`config.mk`:
```
export PLATFORM = sky130hd
export DESIGN_NAME = mem_access
export DESIGN_NICKNAME = d
export VERILOG_FILES = /design/src/rtl/mem_access_pkg.sv /design/src/rtl/mem_access_load_align.sv /design/src/rtl/mem_access.sv
export SDC_FILE = /design/constraint.sdc
export NUM_CORES = 1
export LEC_CHECK = 0
export BUFFER_PORTS_ARGS = -buffer_cell sky130_fd_sc_hd__clkbuf_2
export CAP_MARGIN = 20
export CELL_PAD_IN_SITES_DETAIL_PLACEMENT = 1
export CELL_PAD_IN_SITES_GLOBAL_PLACEMENT = 1
export CORE_ASPECT_RATIO = 1.75
export CORE_UTILIZATION = 36
export CTS_CLUSTER_SIZE = 16
export DETAILED_ROUTE_END_ITERATION = 6
export PLACE_DENSITY_LB_ADDON = 0.1
export SKIP_CTS_REPAIR_TIMING = 1
export SYNTH_ARGS = -nofsm -noshare
export SYNTH_HDL_FRONTEND = slang
export SYNTH_SLANG_ARGS = --single-unit
```
`constraint.sdc`:
```
create_clock -name clk -period 3.9 [get_ports clk]
set_input_delay 0.39 -clock clk [delete_from_list [all_inputs] [get_ports clk]]
set_output_delay 0.39 -clock clk [all_outputs]
set_load 0.01 [all_outputs]
```
`src/rtl/mem_access_pkg.sv`:
```
`default_nettype none
// +----------------------------------------------------------------------+
// | Module      : mem_access_pkg                                         |
// | Description : Memory-op codes, byte-select width, MEM FSM states and |
// |               small decode helpers shared by the MEM-stage engine.   |
// | Revision    : 1.0 - initial release                                  |
// +----------------------------------------------------------------------+
package mem_access_pkg;

    localparam int c_SEL_W = 4;

    localparam logic [7:0] c_EXE_NOP = 8'b0000_0000;
    localparam logic [7:0] c_EXE_ADD = 8'b0010_0000;
    localparam logic [7:0] c_EXE_LB  = 8'b1110_0000;
    localparam logic [7:0] c_EXE_LH  = 8'b1110_0001;
    localparam logic [7:0] c_EXE_LW  = 8'b1110_0011;
    localparam logic [7:0] c_EXE_LBU = 8'b1110_0100;
    localparam logic [7:0] c_EXE_LHU = 8'b1110_0101;
    localparam logic [7:0] c_EXE_SB  = 8'b1110_1000;
    localparam logic [7:0] c_EXE_SH  = 8'b1110_1001;
    localparam logic [7:0] c_EXE_SW  = 8'b1110_1011;

    typedef enum logic [1:0] {
        ST_IDLE = 2'b00,
        ST_BUSY = 2'b01,
        ST_DONE = 2'b10
    } state_t;

    function automatic logic is_load_op(input logic [7:0] op);
        return (op == c_EXE_LB) || (op == c_EXE_LBU) || (op == c_EXE_LH) ||
               (op == c_EXE_LHU) || (op == c_EXE_LW);
    endfunction

    function automatic logic is_store_op(input logic [7:0] op);
        return (op == c_EXE_SB) || (op == c_EXE_SH) || (op == c_EXE_SW);
    endfunction

    function automatic logic is_mem_op(input logic [7:0] op);
        return is_load_op(op) || is_store_op(op);
    endfunction

    function automatic logic is_byte_op(input logic [7:0] op);
        return (op == c_EXE_LB) || (op == c_EXE_LBU) || (op == c_EXE_SB);
    endfunction

    function automatic logic is_half_op(input logic [7:0] op);
        return (op == c_EXE_LH) || (op == c_EXE_LHU) || (op == c_EXE_SH);
    endfunction

    function automatic logic is_word_op(input logic [7:0] op);
        return (op == c_EXE_LW) || (op == c_EXE_SW);
    endfunction

    // Little-endian byte enables for the addressed lane(s)
    function automatic logic [c_SEL_W-1:0] byte_sel(input logic [7:0] op, input logic [1:0] a);
        if (is_byte_op(op)) begin
            return 4'b0001 << a;
        end else if (is_half_op(op)) begin
            return a[1] ? 4'b1100 : 4'b0011;
        end
        return 4'b1111;
    endfunction

    // Replicate the store operand so every enabled lane sees the right bytes
    function automatic logic [31:0] store_lanes(input logic [7:0] op, input logic [31:0] v);
        if (is_byte_op(op)) begin
            return {4{v[7:0]}};
        end else if (is_half_op(op)) begin
            return {2{v[15:0]}};
        end
        return v;
    endfunction

endpackage
`default_nettype wire

```
`src/rtl/mem_access_load_align.sv`:
```
`default_nettype none
// +----------------------------------------------------------------------+
// | Module      : mem_access_load_align                                  |
// | Description : Picks the addressed byte/halfword out of a captured    |
// |               bus word and sign- or zero-extends it to 32 bits.      |
// | Revision    : 1.0 - initial release                                  |
// +----------------------------------------------------------------------+
module mem_access_load_align
    import mem_access_pkg::*;
(
    input  logic [7:0]  aluop,
    input  logic [1:0]  addr_lo,
    input  logic [31:0] word,
    output logic [31:0] result
);

    logic [7:0]  w_byte;
    logic [15:0] w_half;

    // Lane select followed by the extension the opcode asks for
    always_comb begin
        w_byte = word[7:0];
        case (addr_lo)
            2'd0:    w_byte = word[7:0];
            2'd1:    w_byte = word[15:8];
            2'd2:    w_byte = word[23:16];
            default: w_byte = word[31:24];
        endcase
        w_half = addr_lo[1] ? word[31:16] : word[15:0];

        result = word;
        case (aluop)
            c_EXE_LB:  result = {{24{w_byte[7]}}, w_byte};
            c_EXE_LBU: result = {24'd0, w_byte};
            c_EXE_LH:  result = {{16{w_half[15]}}, w_half};
            c_EXE_LHU: result = {16'd0, w_half};
            default:   result = word;
        endcase
    end

endmodule
`default_nettype wire

```
`src/rtl/mem_access.sv`:
```
`default_nettype none
// +----------------------------------------------------------------------+
// | Module      : mem_access                                             |
// | Description : MEM-stage load/store engine. Issues req/ack bus        |
// |               accesses with byte lanes, stalls the pipeline while    |
// |               in flight and hands aligned load data to MEM/WB.       |
// | Revision    : 1.0 - initial release                                  |
// +----------------------------------------------------------------------+
module mem_access
    import mem_access_pkg::*;
#(
    parameter int DATA_W = 32,
    parameter int ADDR_W = 32
) (
    input  logic                clk,
    input  logic                rst,
    input  logic [4:0]          mem_wreg_addr,
    input  logic                mem_wreg_enable,
    input  logic [DATA_W-1:0]   mem_wdata,
    input  logic [7:0]          mem_aluop,
    input  logic [ADDR_W-1:0]   mem_mem_addr,
    input  logic [DATA_W-1:0]   mem_reg2,
    input  logic                mem_stall,
    output logic                stallreq,
    output logic                dbus_req,
    output logic                dbus_we,
    output logic [ADDR_W-1:0]   dbus_addr,
    output logic [c_SEL_W-1:0]  dbus_sel,
    output logic [DATA_W-1:0]   dbus_wdata,
    input  logic [DATA_W-1:0]   dbus_rdata,
    input  logic                dbus_ack,
    output logic [4:0]          wb_wreg_addr,
    output logic                wb_wreg_enable,
    output logic [DATA_W-1:0]   wb_wdata,
    output logic                addr_err
);

    state_t              r_state;
    state_t              w_state_nxt;
    logic                r_req;
    logic                r_we;
    logic [ADDR_W-1:0]   r_addr;
    logic [c_SEL_W-1:0]  r_sel;
    logic [DATA_W-1:0]   r_wdata;
    logic [DATA_W-1:0]   r_rdata;
    logic [DATA_W-1:0]   w_load_result;
    logic                w_is_mem;
    logic                w_misalign;
    logic                w_start;

    assign w_is_mem   = is_mem_op(mem_aluop);
    assign w_misalign = (is_half_op(mem_aluop) && mem_mem_addr[0]) ||
                        (is_word_op(mem_aluop) && (mem_mem_addr[1:0] != 2'b00));
    assign w_start    = (r_state == ST_IDLE) && w_is_mem && !w_misalign;

    assign dbus_req   = r_req;
    assign dbus_we    = r_we;
    assign dbus_addr  = r_addr;
    assign dbus_sel   = r_sel;
    assign dbus_wdata = r_wdata;

    mem_access_load_align u_load_align (
        .aluop   (mem_aluop),
        .addr_lo (mem_mem_addr[1:0]),
        .word    (r_rdata),
        .result  (w_load_result)
    );

    // Access state register
    always_ff @(posedge clk or negedge rst) begin
        if (!rst) begin
            r_state <= ST_IDLE;
        end else begin
            r_state <= w_state_nxt;
        end
    end

    // Bus request launch, hold-until-ack and read-data capture
    always_ff @(posedge clk or negedge rst) begin
        if (!rst) begin
            r_req   <= 1'b0;
            r_we    <= 1'b0;
            r_addr  <= '0;
            r_sel   <= '0;
            r_wdata <= '0;
            r_rdata <= '0;
        end else if (w_start) begin
            r_req   <= 1'b1;
            r_we    <= is_store_op(mem_aluop);
            r_addr  <= {mem_mem_addr[ADDR_W-1:2], 2'b00};
            r_sel   <= byte_sel(mem_aluop, mem_mem_addr[1:0]);
            r_wdata <= store_lanes(mem_aluop, mem_reg2);
        end else if ((r_state == ST_BUSY) && dbus_ack) begin
            r_req   <= 1'b0;
            r_rdata <= dbus_rdata;
        end
    end

    // Next state, stall request and MEM/WB outputs
    always_comb begin
        w_state_nxt    = r_state;
        stallreq       = 1'b0;
        addr_err       = 1'b0;
        wb_wreg_addr   = mem_wreg_addr;
        wb_wreg_enable = mem_wreg_enable;
        wb_wdata       = mem_wdata;

        case (r_state)
            ST_IDLE: begin
                if (w_is_mem) begin
                    wb_wreg_enable = 1'b0;
                    if (w_misalign) begin
                        addr_err = 1'b1;
                    end else begin
                        stallreq    = 1'b1;
                        w_state_nxt = ST_BUSY;
                    end
                end
            end
            ST_BUSY: begin
                stallreq       = 1'b1;
                wb_wreg_enable = 1'b0;
                if (dbus_ack) begin
                    w_state_nxt = ST_DONE;
                end
            end
            ST_DONE: begin
                if (is_load_op(mem_aluop)) begin
                    wb_wdata = w_load_result;
                end
                if (!mem_stall) begin
                    w_state_nxt = ST_IDLE;
                end
            end
            default: begin
                w_state_nxt = ST_IDLE;
            end
        endcase

        // Keep the downstream stages quiet while reset is asserted
        if (!rst) begin
            stallreq       = 1'b0;
            addr_err       = 1'b0;
            wb_wreg_addr   = '0;
            wb_wreg_enable = 1'b0;
            wb_wdata       = '0;
        end
    end

endmodule
`default_nettype wire
```
==> results of run 1 <==
## cell type report
class | count | area share (%)
Clock inverter | 5 | 0.843
Sequential cell | 102 | 35.8
Inverter | 3 | 0.158
Multi-Input combinational cell | 468 | 37.6
Clock buffer | 10 | 3.21
Timing Repair Buffer | 265 | 19.1
Tap cell | 183 | 3.21
## final timing paths
| kind | endpoint | slack (ns) |
|---|---|---|
| setup / recovery | wb_wdata[2] | 0.96 |
| hold / removal | dbus_addr[29] | 0.24 |
| setup reg to reg | dbus_addr[10] | 1.47 |
| hold reg to reg | dbus_wdata[0] | 0.48 |
| max in group asynchronous | dbus_wdata[12] | 2.02 |
| min in group asynchronous | dbus_wdata[29] | 0.46 |
## cells in the mapped netlist (all sizes together), types with 2 or more instances
library cell / count / share of area (%)
nand2: 164 / 11
and2: 6 / 0.69
a211o: 2 / 0.32
o21ai: 57 / 5.2
nand2b: 12 / 1.4
clkbuf: 33 / 2.3
o31ai: 2 / 0.27
nand3b: 2 / 0.27
a31oi: 11 / 1.3
a211oi: 2 / 0.50
nor2b: 2 / 0.23
buf: 21 / 2.0
a221oi: 9 / 1.4
dfrtp: 102 / 47
inv: 3 / 0.21
o22ai: 3 / 0.34
nor3: 3 / 0.27
mux2i: 33 / 6.0
nor2: 43 / 3.0
nand3: 15 / 1.4
mux2: 32 / 6.6
o311ai: 5 / 0.80
a21oi: 48 / 4.4
o221ai: 5 / 0.80
## logic make-up (layout without fill, tap and decap cells)
group / count (synthesis) / in the layout
compound gates: 150 / 150
buf+inv: 57 / 283
flops: 102 / 102
mux: 66 / 66
other cells: 1 / 2
simple gates: 250 / 250
## power breakdown
| group | switching (mW) | total [mW] | internal, mW |
|---|---|---|---|
| registers | 0.275 | 1.64 | 1.37 |
| clock network | 0.409 | 0.907 | 0.497 |
| logic | 0.489 | 0.937 | 0.449 |
## per-stage QoR
step / std cells / instance area [um2]
after CTS: 1035 / 7120
after global routing: 1036 / 7130
after detailed placement: 1020 / 6830
after global placement: 1020 / 6830
after floorplan: 627 / 5470
final: 1036 / 7130
## state kept, by name (all words and copies together), names as in the netlist
name / cells
dbus_addr: 30
dbus_req: 1
dbus_sel: 4
dbus_wdata: 32
dbus_we: 1
r_rdata: 32
r_state: 2
## layer usage
metal / share of wire [%] / global-route usage (%) / vias to the layer above
met3: 6.0 / 4.60 / 38
met2: 56 / 46.8 / 212
met4: 3.0 / 9.71 / 0
met5: 0 / 0 / -
li1: - / - / 2597
met1: 35 / 23.8 / 2668
## worst reg2reg max path: stages, from the launching register on
cell and delay [ns]:
dfrtp_1 0.50, or4b_4 0.62, a211o_2 0.64, buf_4 0.37
nand2_1 0.11, nand2_1 0.06
==> results.ini, run 1 <==
[global_routing]
grt_pass1_wl_um = 28800
grt_use_total_pct = 24.0
gr-total-overflow = 0
grt_pass1_vias = 5660
antenna_found_initial = 0
grt_max_degree = 62

[floorplanning]
core-area_mm2 = 0.0148
ioPinCount = 256
num_rows = 59
die_w_um = 95.1
die_area_mm2 = 0.0157
dieHeight_um = 165
start_util_pct = 36.8

[power]
power_mw = 3.49
vdd_drop_max_v = 0.000243
power_per_cell_area_mw_per_mm2 = 489
p_leak_nw = 3.75

[cts]
root_buffer = clkbuf_16
cts_tree = built
clock-sinks = 102
insertion_delay_ns = 0.35
cts_made_buffers = 9
htreeDepth = 3
clockBufferDepth = 2
clkTransAtPathRegs_ns = 0.08

[hold_path]
worstHoldPathType = in -> reg
hold_depth = 3
worstHoldStart = mem_mem_addr[29]

[synthesis]
synthAdderAreaFrac_pct = 0
synth_cells = 626
synth_ff_type = dfrtp_1
seq_area_frac_synth_pct = 46.7
synthMuxAreaShare_pct = 13.1
synth_top_family_by_area = simple AND/OR/NAND/NOR gates
synth_xor_area_share_pct = 0
synthArstFlopShare_pct = 100
yosys.area_share.simple_pct = 19.3
synth_compound_area_share_pct = 16.4
ys_seq_elements = 102
synth_edf_count = 0
syn_avg_cell_area_um2 = 8.72
yosysWarnings = 0
synth_cell_types = 40
syn_area_mm2 = 0.00546

[layout]
multi_input_area_mm2 = 0.00268
ff_latch_area_mm2 = 0.00255
area_growth_pct = 30.5
mostFrequentLayoutCell = clkbuf_2
layout_common_cells = 252 x clkbuf_2, 164 x nand2_1, 102 x dfrtp_1
finalNetCount = 995
final_util_pct = 48.0
num-fill-cells = 1835
drive_gt1_share_pct = 37.3
diodes = 0

[worst_setup_path]
rr_startpoint = r_state[0]
cp_max_fo = 22
path_common_cell = clkbuf_2
path_buf_inv = 2
cp.required_ns = 3.51
worstSetupEndpointType = output pin
cp.arrival_ns = 2.55
start_kind = input port
path_depth = 7
crit_chain = clkbuf_2, nand2b_1, nor2_1, o311ai_0, nand3_1, o21ai_0, clkbuf_2
crit_slowest_cell = nand2b_1
critPathMaxStageDelay_ns = 0.64
crit_type = in -> out
startpoint = mem_aluop[0]
reg2reg_depth = 5
crit_family = simple AND/OR/NAND/NOR gates

[drt]
drt-total-wl_um = 18600
ant_nets = 0
drt_first_pass_iters = 4
vias = 5515
drt_iter0_drc = 122
viasPerCell = 5.32
routedWlPerCell_um = 18.0
drc_errors = 0

[timing]
hold_ws_ns = 0.235
drv_slew = 0
relSlewSlack_pct = 34.5
period_needed_ns = 2.94
tightest_slew_ns = 0.982
post-route-period-util_pct = 75.4
grt_setup_unrepaired = false
setup_viol = 0
skew_ns = 0.0109
setup_tns_ns = 0
fmax_ghz = 0.340
fin_ws_ns = 0.960
hold_viol_final = 0

[run]
cap_violations = 0

[place]
routabilityCongestion = 0.828
dpl.hpwl_um = 14400
preCtsSetupSlack_ns = 0.962
portBuffers = 253

[outcome]
status = finished clean

Power figures use the tool's default switching activity.
==> run 2, diff against run 1 <==
--- a/config.mk
+++ b/config.mk
@@ -5,12 +5,13 @@
 export SDC_FILE = /design/constraint.sdc
 export NUM_CORES = 1
 export LEC_CHECK = 0
+export ABC_AREA = 1
 export BUFFER_PORTS_ARGS = -buffer_cell sky130_fd_sc_hd__clkbuf_2
 export CAP_MARGIN = 20
 export CELL_PAD_IN_SITES_DETAIL_PLACEMENT = 1
 export CELL_PAD_IN_SITES_GLOBAL_PLACEMENT = 1
 export CORE_ASPECT_RATIO = 1.75
-export CORE_UTILIZATION = 36
+export CORE_UTILIZATION = 33
 export CTS_CLUSTER_SIZE = 16
 export DETAILED_ROUTE_END_ITERATION = 6
 export PLACE_DENSITY_LB_ADDON = 0.1
==> constraint.sdc (replaced) <==
create_clock -name clk -period 2.8 [get_ports clk]
set_input_delay 0.28 -clock clk [delete_from_list [all_inputs] [get_ports clk]]
set_output_delay 0.28 -clock clk [all_outputs]
set_load 0.01 [all_outputs]
==> run 2 against run 1 <==
Worst setup slack lost 0.55 ns. Largest power group unchanged. Cell count grew 26%. Sequential power grew 34%. Largest cell class unchanged. Power grew 43%. Global-route usage grew 0.44 points. Register-to-register slack lost 0.40 ns. Core utilization shrank 4.2 points. Highest routed layer unchanged. Wire length grew 18%. Critical path depth grew 3. Sequential share of layout area shrank 2.3 points. Synthesized cell count grew 33%.
==> results.ini, run 2 <==
[timing]
setup_viol = 0  ; unchanged
hold_viol_final = 0  ; unchanged
skew_ns = 0.00830  ; -0.00256 ns
post-route-period-util_pct = 85.2
relSlewSlack_pct = 46.0  ; +12 points
grt_setup_unrepaired = false
fmax_ghz = 0.419
period_needed_ns = 2.39
drv_slew = 0  ; unchanged
tightest_slew_ns = 0.809  ; -0.173 ns
setup_tns_ns = 0  ; unchanged

[synthesis]
seq_area_frac_synth_pct = 43.7  ; -3.1 points
synthMuxAreaShare_pct = 0  ; -13 points
yosysWarnings = 0  ; unchanged
synthAdderAreaFrac_pct = 0  ; unchanged
syn_area_mm2 = 0.00585  ; +7.1%
netlist.area_leader.share_pct = 43.7  ; -3.1 points
synth_xor_area_share_pct = 0  ; unchanged
synth_edf_count = 0  ; unchanged
synth_ff_type = dfrtp_1
ys_top_cells_by_count = 329 x nand2_1, 102 x dfrtp_1, 102 x o21ai_0
synthArstFlopShare_pct = 100  ; unchanged
synth_top_family_by_area = simple AND/OR/NAND/NOR gates
yosys.cell_count.top_type = nand2_1
synth_compound_area_share_pct = 14.6  ; -1.8 points
yosys.area_share.simple_pct = 34.0  ; +15 points
synth_cells = 833  ; +33%
synth_cell_types = 29  ; -28%
ys_seq_elements = 102  ; unchanged
syn_avg_cell_area_um2 = 7.02  ; -20%
synth_area_leaders = dfrtp_1 44%, nand2_1 21%, o21ai_0 8.7%
synth_top_cell_by_area = dfrtp_1

[power]
vdd_drop_max_v = 0.000303  ; +25%
p_leak_nw = 4.23  ; +13%
power_per_cell_area_mw_per_mm2 = 652  ; +33%

[global_routing]
grt_pass1_wl_um = 33600  ; +17%
grt_use_total_pct = 24.4  ; +0.44 points
grt_pass1_vias = 6443  ; +14%
gr-total-overflow = 0  ; unchanged
antenna_found_initial = 0  ; unchanged
grt_max_degree = 61  ; -1.6%

[place]
dpl.hpwl_um = 17000  ; +18%
dpl.cell_count = 1289  ; +26%
routabilityCongestion = 0.857  ; +3.4%
portBuffers = 253  ; unchanged

[drt]
vias = 6333  ; +15%
drt-total-wl_um = 21900  ; +18%
ant_nets = 0  ; unchanged
drc_errors = 0  ; unchanged
drt_first_pass_iters = 4  ; unchanged
routedWlPerCell_um = 16.8  ; -6.7%
viasPerCell = 4.85  ; -8.9%
drt_iter0_drc = 153  ; +25%

[cts]
htreeDepth = 3  ; unchanged
root_buffer = clkbuf_16
clock-sinks = 102  ; unchanged
cts_made_buffers = 9  ; unchanged
clkTransAtPathRegs_ns = 0.08  ; about the same
clockBufferDepth = 2  ; unchanged
insertion_delay_ns = 0.34  ; about the same
cts_tree = built

[layout]
layout.cells.non_filler = 1306  ; +26%
ff_latch_area_mm2 = 0.00255  ; unchanged
finalNetCount = 1216  ; +22%
area_growth_pct = 30.4  ; about the same
mostFrequentLayoutCell = nand2_1
diodes = 0  ; unchanged
layout_common_cells = 329 x nand2_1, 252 x clkbuf_2, 102 x o21ai_0, 102 x dfrtp_1, 69 x nand3_1
drive_gt1_share_pct = 30.0  ; -7.2 points
multi_input_area_mm2 = 0.00285  ; +6.1%
num-fill-cells = 2331  ; +27%

[floorplanning]
die_w_um = 103  ; +7.9%
ioPinCount = 256  ; unchanged
die_area_mm2 = 0.0183  ; +17%
core-area_mm2 = 0.0174  ; +17%
start_util_pct = 33.6  ; -3.2 points
num_rows = 64  ; +8.5%
dieHeight_um = 178  ; +8.0%

[worst_setup_path]
start_kind = register
cp.required_ns = 2.52  ; -0.99 ns
worstSetupEndpointType = output pin
crit_type = reg -> out
cp_max_fo = 15  ; -32%
cp.arrival_ns = 2.11  ; -0.44 ns

[run]
cap_violations = 0  ; unchanged

[hold_path]
worstHoldPathType = in -> reg

[outcome]
status = finished clean

## run 2: where the power goes
group          internal, mW  switching [mW]  total [mW]
clock                 0.616           0.628        1.24
combinational         0.611           0.913        1.52
sequential             1.92           0.281        2.20
## run 2: path summary, 6_finish.rpt
check | startpoint | to | slack, ns | cells past startpoint
worst min register to register | dbus_addr[20] | dbus_addr[20] | 0.49 | 2
max in group asynchronous | rst | r_rdata[18] | 1.40 | 3
worst max register to register | r_state[0] | dbus_req | 1.07 | 7
min in group asynchronous | rst | dbus_wdata[12] | 0.41 | 2
worst max-delay path | r_state[1] | wb_wdata[5] | 0.41 | 10
worst min-delay path | dbus_rdata[16] | r_rdata[16] | 0.12 | 3
## run 2: critical path: stages, from the launching register on
cell and delay [ns]:
dfrtp_1 0.38, inv_1 0.10, nor2_1 0.07, nand3_2 0.08
clkinv_1 0.39, buf_4 0.35, nor2_1 0.09, nor2_1 0.04
nand2_1 0.10, inv_1 0.04, clkbuf_2 0.11
## run 2: cells by family (layout without fill, tap and decap cells)
kind of cell	count (synthesis)	after routing
compound gates	165	165
simple gates	467	467
buf+inv	98	339
other cells	1	2
flops	102	102
## run 2: layout make-up
type	instances	area share, %
Clock inverter	7	0.739
Clock buffer	9	2.95
Tap cell	231	3.79
Timing Repair Buffer	275	19.3
Multi-Input combinational cell	634	37.3
Sequential cell	102	33.5
Inverter	48	2.36
## run 2: metal layers
layer / wire (um) / part of all wire [%] / track usage (%)
met1: 8090 / 37 / 25.7
met2: 12100 / 55 / 46.9
met3: 922 / 4.2 / 3.21
met4: 754 / 3.4 / 10.3
met5: 0 / 0 / 0
## run 2: per-stage QoR
stage          cell area [um2]  util [%]  power [mW]  setup WS (ns)  hold slack [ns]
2_1_floorplan             5850         -        2.99           1.05          -0.0156
6_report                  7620      43.9        4.97          0.413            0.122
4_1_cts                   7610      43.8        5.05          0.376           -0.175
3_3_place_gp              7330      42.2        3.75          0.510            0.201
5_1_grt                   7620      43.9        5.33          0.195            0.126
3_5_place_dp              7330      42.2        3.79          0.476            0.205
==> run 3, diff against run 2 <==
--- a/config.mk
+++ b/config.mk
@@ -5,7 +5,6 @@
 export SDC_FILE = /design/constraint.sdc
 export NUM_CORES = 1
 export LEC_CHECK = 0
-export ABC_AREA = 1
 export BUFFER_PORTS_ARGS = -buffer_cell sky130_fd_sc_hd__clkbuf_2
 export CAP_MARGIN = 20
 export CELL_PAD_IN_SITES_DETAIL_PLACEMENT = 1
@@ -15,7 +14,9 @@
 export CTS_CLUSTER_SIZE = 16
 export DETAILED_ROUTE_END_ITERATION = 6
 export PLACE_DENSITY_LB_ADDON = 0.1
+export RECOVER_POWER = 25
 export SKIP_CTS_REPAIR_TIMING = 1
+export SLEW_MARGIN = 30
 export SYNTH_ARGS = -nofsm -noshare
 export SYNTH_HDL_FRONTEND = slang
 export SYNTH_SLANG_ARGS = --single-unit
==> run 3 against run 2 <==
Wire length fell by 12%. Global-route usage fell by 1.8 points. Design area fell by 6.2%. Critical endpoint is now wb_wdata[1]. Largest power group unchanged. Highest routed layer unchanged.
==> results.ini, run 3 (synthesis results as in run 1) <==
[outcome]
status = finished clean

[floorplanning]
start_util_pct = 34.1  ; +0.43 points
die_w_um = 99.2  ; -3.3%
ioPinCount = 256  ; unchanged
die_area_mm2 = 0.0171  ; -6.5%
num_rows = 61  ; -4.7%
core-area_mm2 = 0.0160  ; -7.8%
dieHeight_um = 172  ; -3.3%

[cts]
clock-sinks = 102  ; unchanged
htreeDepth = 3  ; unchanged
cts_tree = built
root_buffer = clkbuf_16
clockBufferDepth = 2  ; unchanged
insertion_delay_ns = 0.35  ; about the same
cts_made_buffers = 9  ; unchanged
clkTransAtPathRegs_ns = 0.08  ; about the same

[drt]
routedWlPerCell_um = 18.3  ; +9.2%
drt_iter0_drc = 52  ; -66%
vias = 5450  ; -14%
drt-total-wl_um = 19200  ; -12%
drt_first_pass_iters = 4  ; unchanged
ant_nets = 0  ; unchanged
drc_errors = 0  ; unchanged
viasPerCell = 5.19  ; +7.0%

[global_routing]
grt_pass1_wl_um = 30100  ; -10%
grt_max_degree = 62  ; +1.6%
grt_use_total_pct = 22.6  ; -1.8 points
antenna_found_initial = 0  ; unchanged
gr-total-overflow = 0  ; unchanged
grt_pass1_vias = 5773  ; -10%

[place]
dpl.hpwl_um = 14900  ; -12%
portBuffers = 253  ; unchanged
routabilityCongestion = 0.834  ; -2.7%
dpl.cell_count = 1033  ; -20%

[power]
power_per_cell_area_mw_per_mm2 = 671  ; +2.9%
power_mw = 4.80  ; -3.4%
vdd_drop_max_v = 0.000389  ; +28%
p_leak_nw = 3.65  ; -14%

[worst_setup_path]
cp_max_fo = 20  ; +5
worstSetupEndpointType = output pin
r2r_setup_slack_ns = 0.65  ; -0.42 ns
rr_startpoint = r_state[0]
crit_type = reg -> out
cp.required_ns = 2.52  ; about the same
cp.arrival_ns = 2.34  ; +0.23 ns
rr_endpoint = dbus_wdata[11]
start_kind = register
reg2reg_depth = 5  ; -2
startpoint = r_state[1]

[timing]
hold_viol_final = 0  ; unchanged
grt_setup_unrepaired = false
relSlewSlack_pct = 50.0  ; +4.0 points
tightest_slew_ns = 0.750  ; -0.0590 ns
skew_ns = 0.00971  ; +0.00141 ns
period_needed_ns = 2.62  ; +0.233 ns
drv_slew = 0  ; unchanged
setup_viol = 0  ; unchanged
fmax_ghz = 0.382  ; -8.9%
post-route-period-util_pct = 93.6  ; +8.3 points
setup_tns_ns = 0  ; unchanged

[layout]
layout_common_cells = 206 x clkbuf_2, 164 x nand2_1, 101 x dfrtp_1
layout.cells.non_filler = 1050  ; -20%
drive_gt1_share_pct = 32.6  ; +2.6 points
final_util_pct = 44.6  ; +0.76 points
mostFrequentLayoutCell = clkbuf_2
finalNetCount = 1002  ; -18%
area_growth_pct = 31.0
diodes = 0  ; unchanged

[run]
cap_violations = 0  ; unchanged

[hold_path]
worstHoldStart = mem_mem_addr[12]
min_to = dbus_addr[12]
hold_depth = 3  ; unchanged
worstHoldPathType = in -> reg

==> run 3: cell types whose count changed in the layout (fill, tap and decap cells not counted), sizes merged, moves of 11 or more <==
cell / change
nand2: -170
nand3: -57
o21ai: -50
inv: -43
mux2i: +33
mux2: +32
or2: -15
nand2b: +12
a31oi: +11
==> run 3: how the worst max path moves through the flow <==
| stage | to | slack [ns] | depth (start not counted) |
|---|---|---|---|
| after floorplan | wb_wdata[21] | 0.67 | 7 |
| after global placement | wb_wdata[8] | 0.44 | 7 |
| after detailed placement | dbus_wdata[13] | 0.41 | 7 |
| after CTS | wb_wdata[8] | 0.06 | 6 |
| after global routing | addr_err | 0.05 | 6 |
| final | wb_wdata[1] | 0.18 | 6 |
==> run 3: cell type report <==
cell class | instances | area [um2]
Clock buffer | 9 | 225
Tap cell | 189 | 236
Timing Repair Buffer | 272 | 1380
Sequential cell | 102 | 2550
Multi-Input combinational cell | 468 | 2680
Fill cell | 2022 | 8870
Clock inverter | 7 | 66.3
Inverter | 3 | 11.3
==> run 3: metrics by stage <==
step           hold slack (ns)  setup slack, ns  instance area (um2)
2_1_floorplan          -0.0156            0.674                 5470
3_3_place_gp             0.160            0.441                 6910
3_5_place_dp             0.165            0.414                 6910
4_1_cts                 -0.216           0.0580                 7200
5_1_grt                  0.119           0.0474                 7150
6_report                 0.119            0.180                 7150
==> run 3: worst max-delay path, cell delays in order, from the launching register on <==
cell and delay (ns):
dfrtp_2 0.46, nand2b_1 0.12, a2111o_1 0.58, buf_4 0.28
a221oi_1 0.32, nor2_1 0.09, clkbuf_2 0.14
==> run 3: report_power, final <==
group / internal, mW / switching (mW) / leakage [nW]
combinational: 0.584 / 0.685 / 2.23
clock: 0.625 / 0.632 / 0.141
sequential: 1.90 / 0.373 / 1.28
total: 3.11 / 1.69 / 3.65
==> run 3: metal layers <==
layer  part of all wire (%)  track usage (%)  vias to the layer above
li1                       -                -                     2600
met1                     37             23.5                     2627
met2                     56             44.9                      199
met3                    4.7             3.88                       24
met4                    2.0             7.61                        0
met5                      0                0                        -
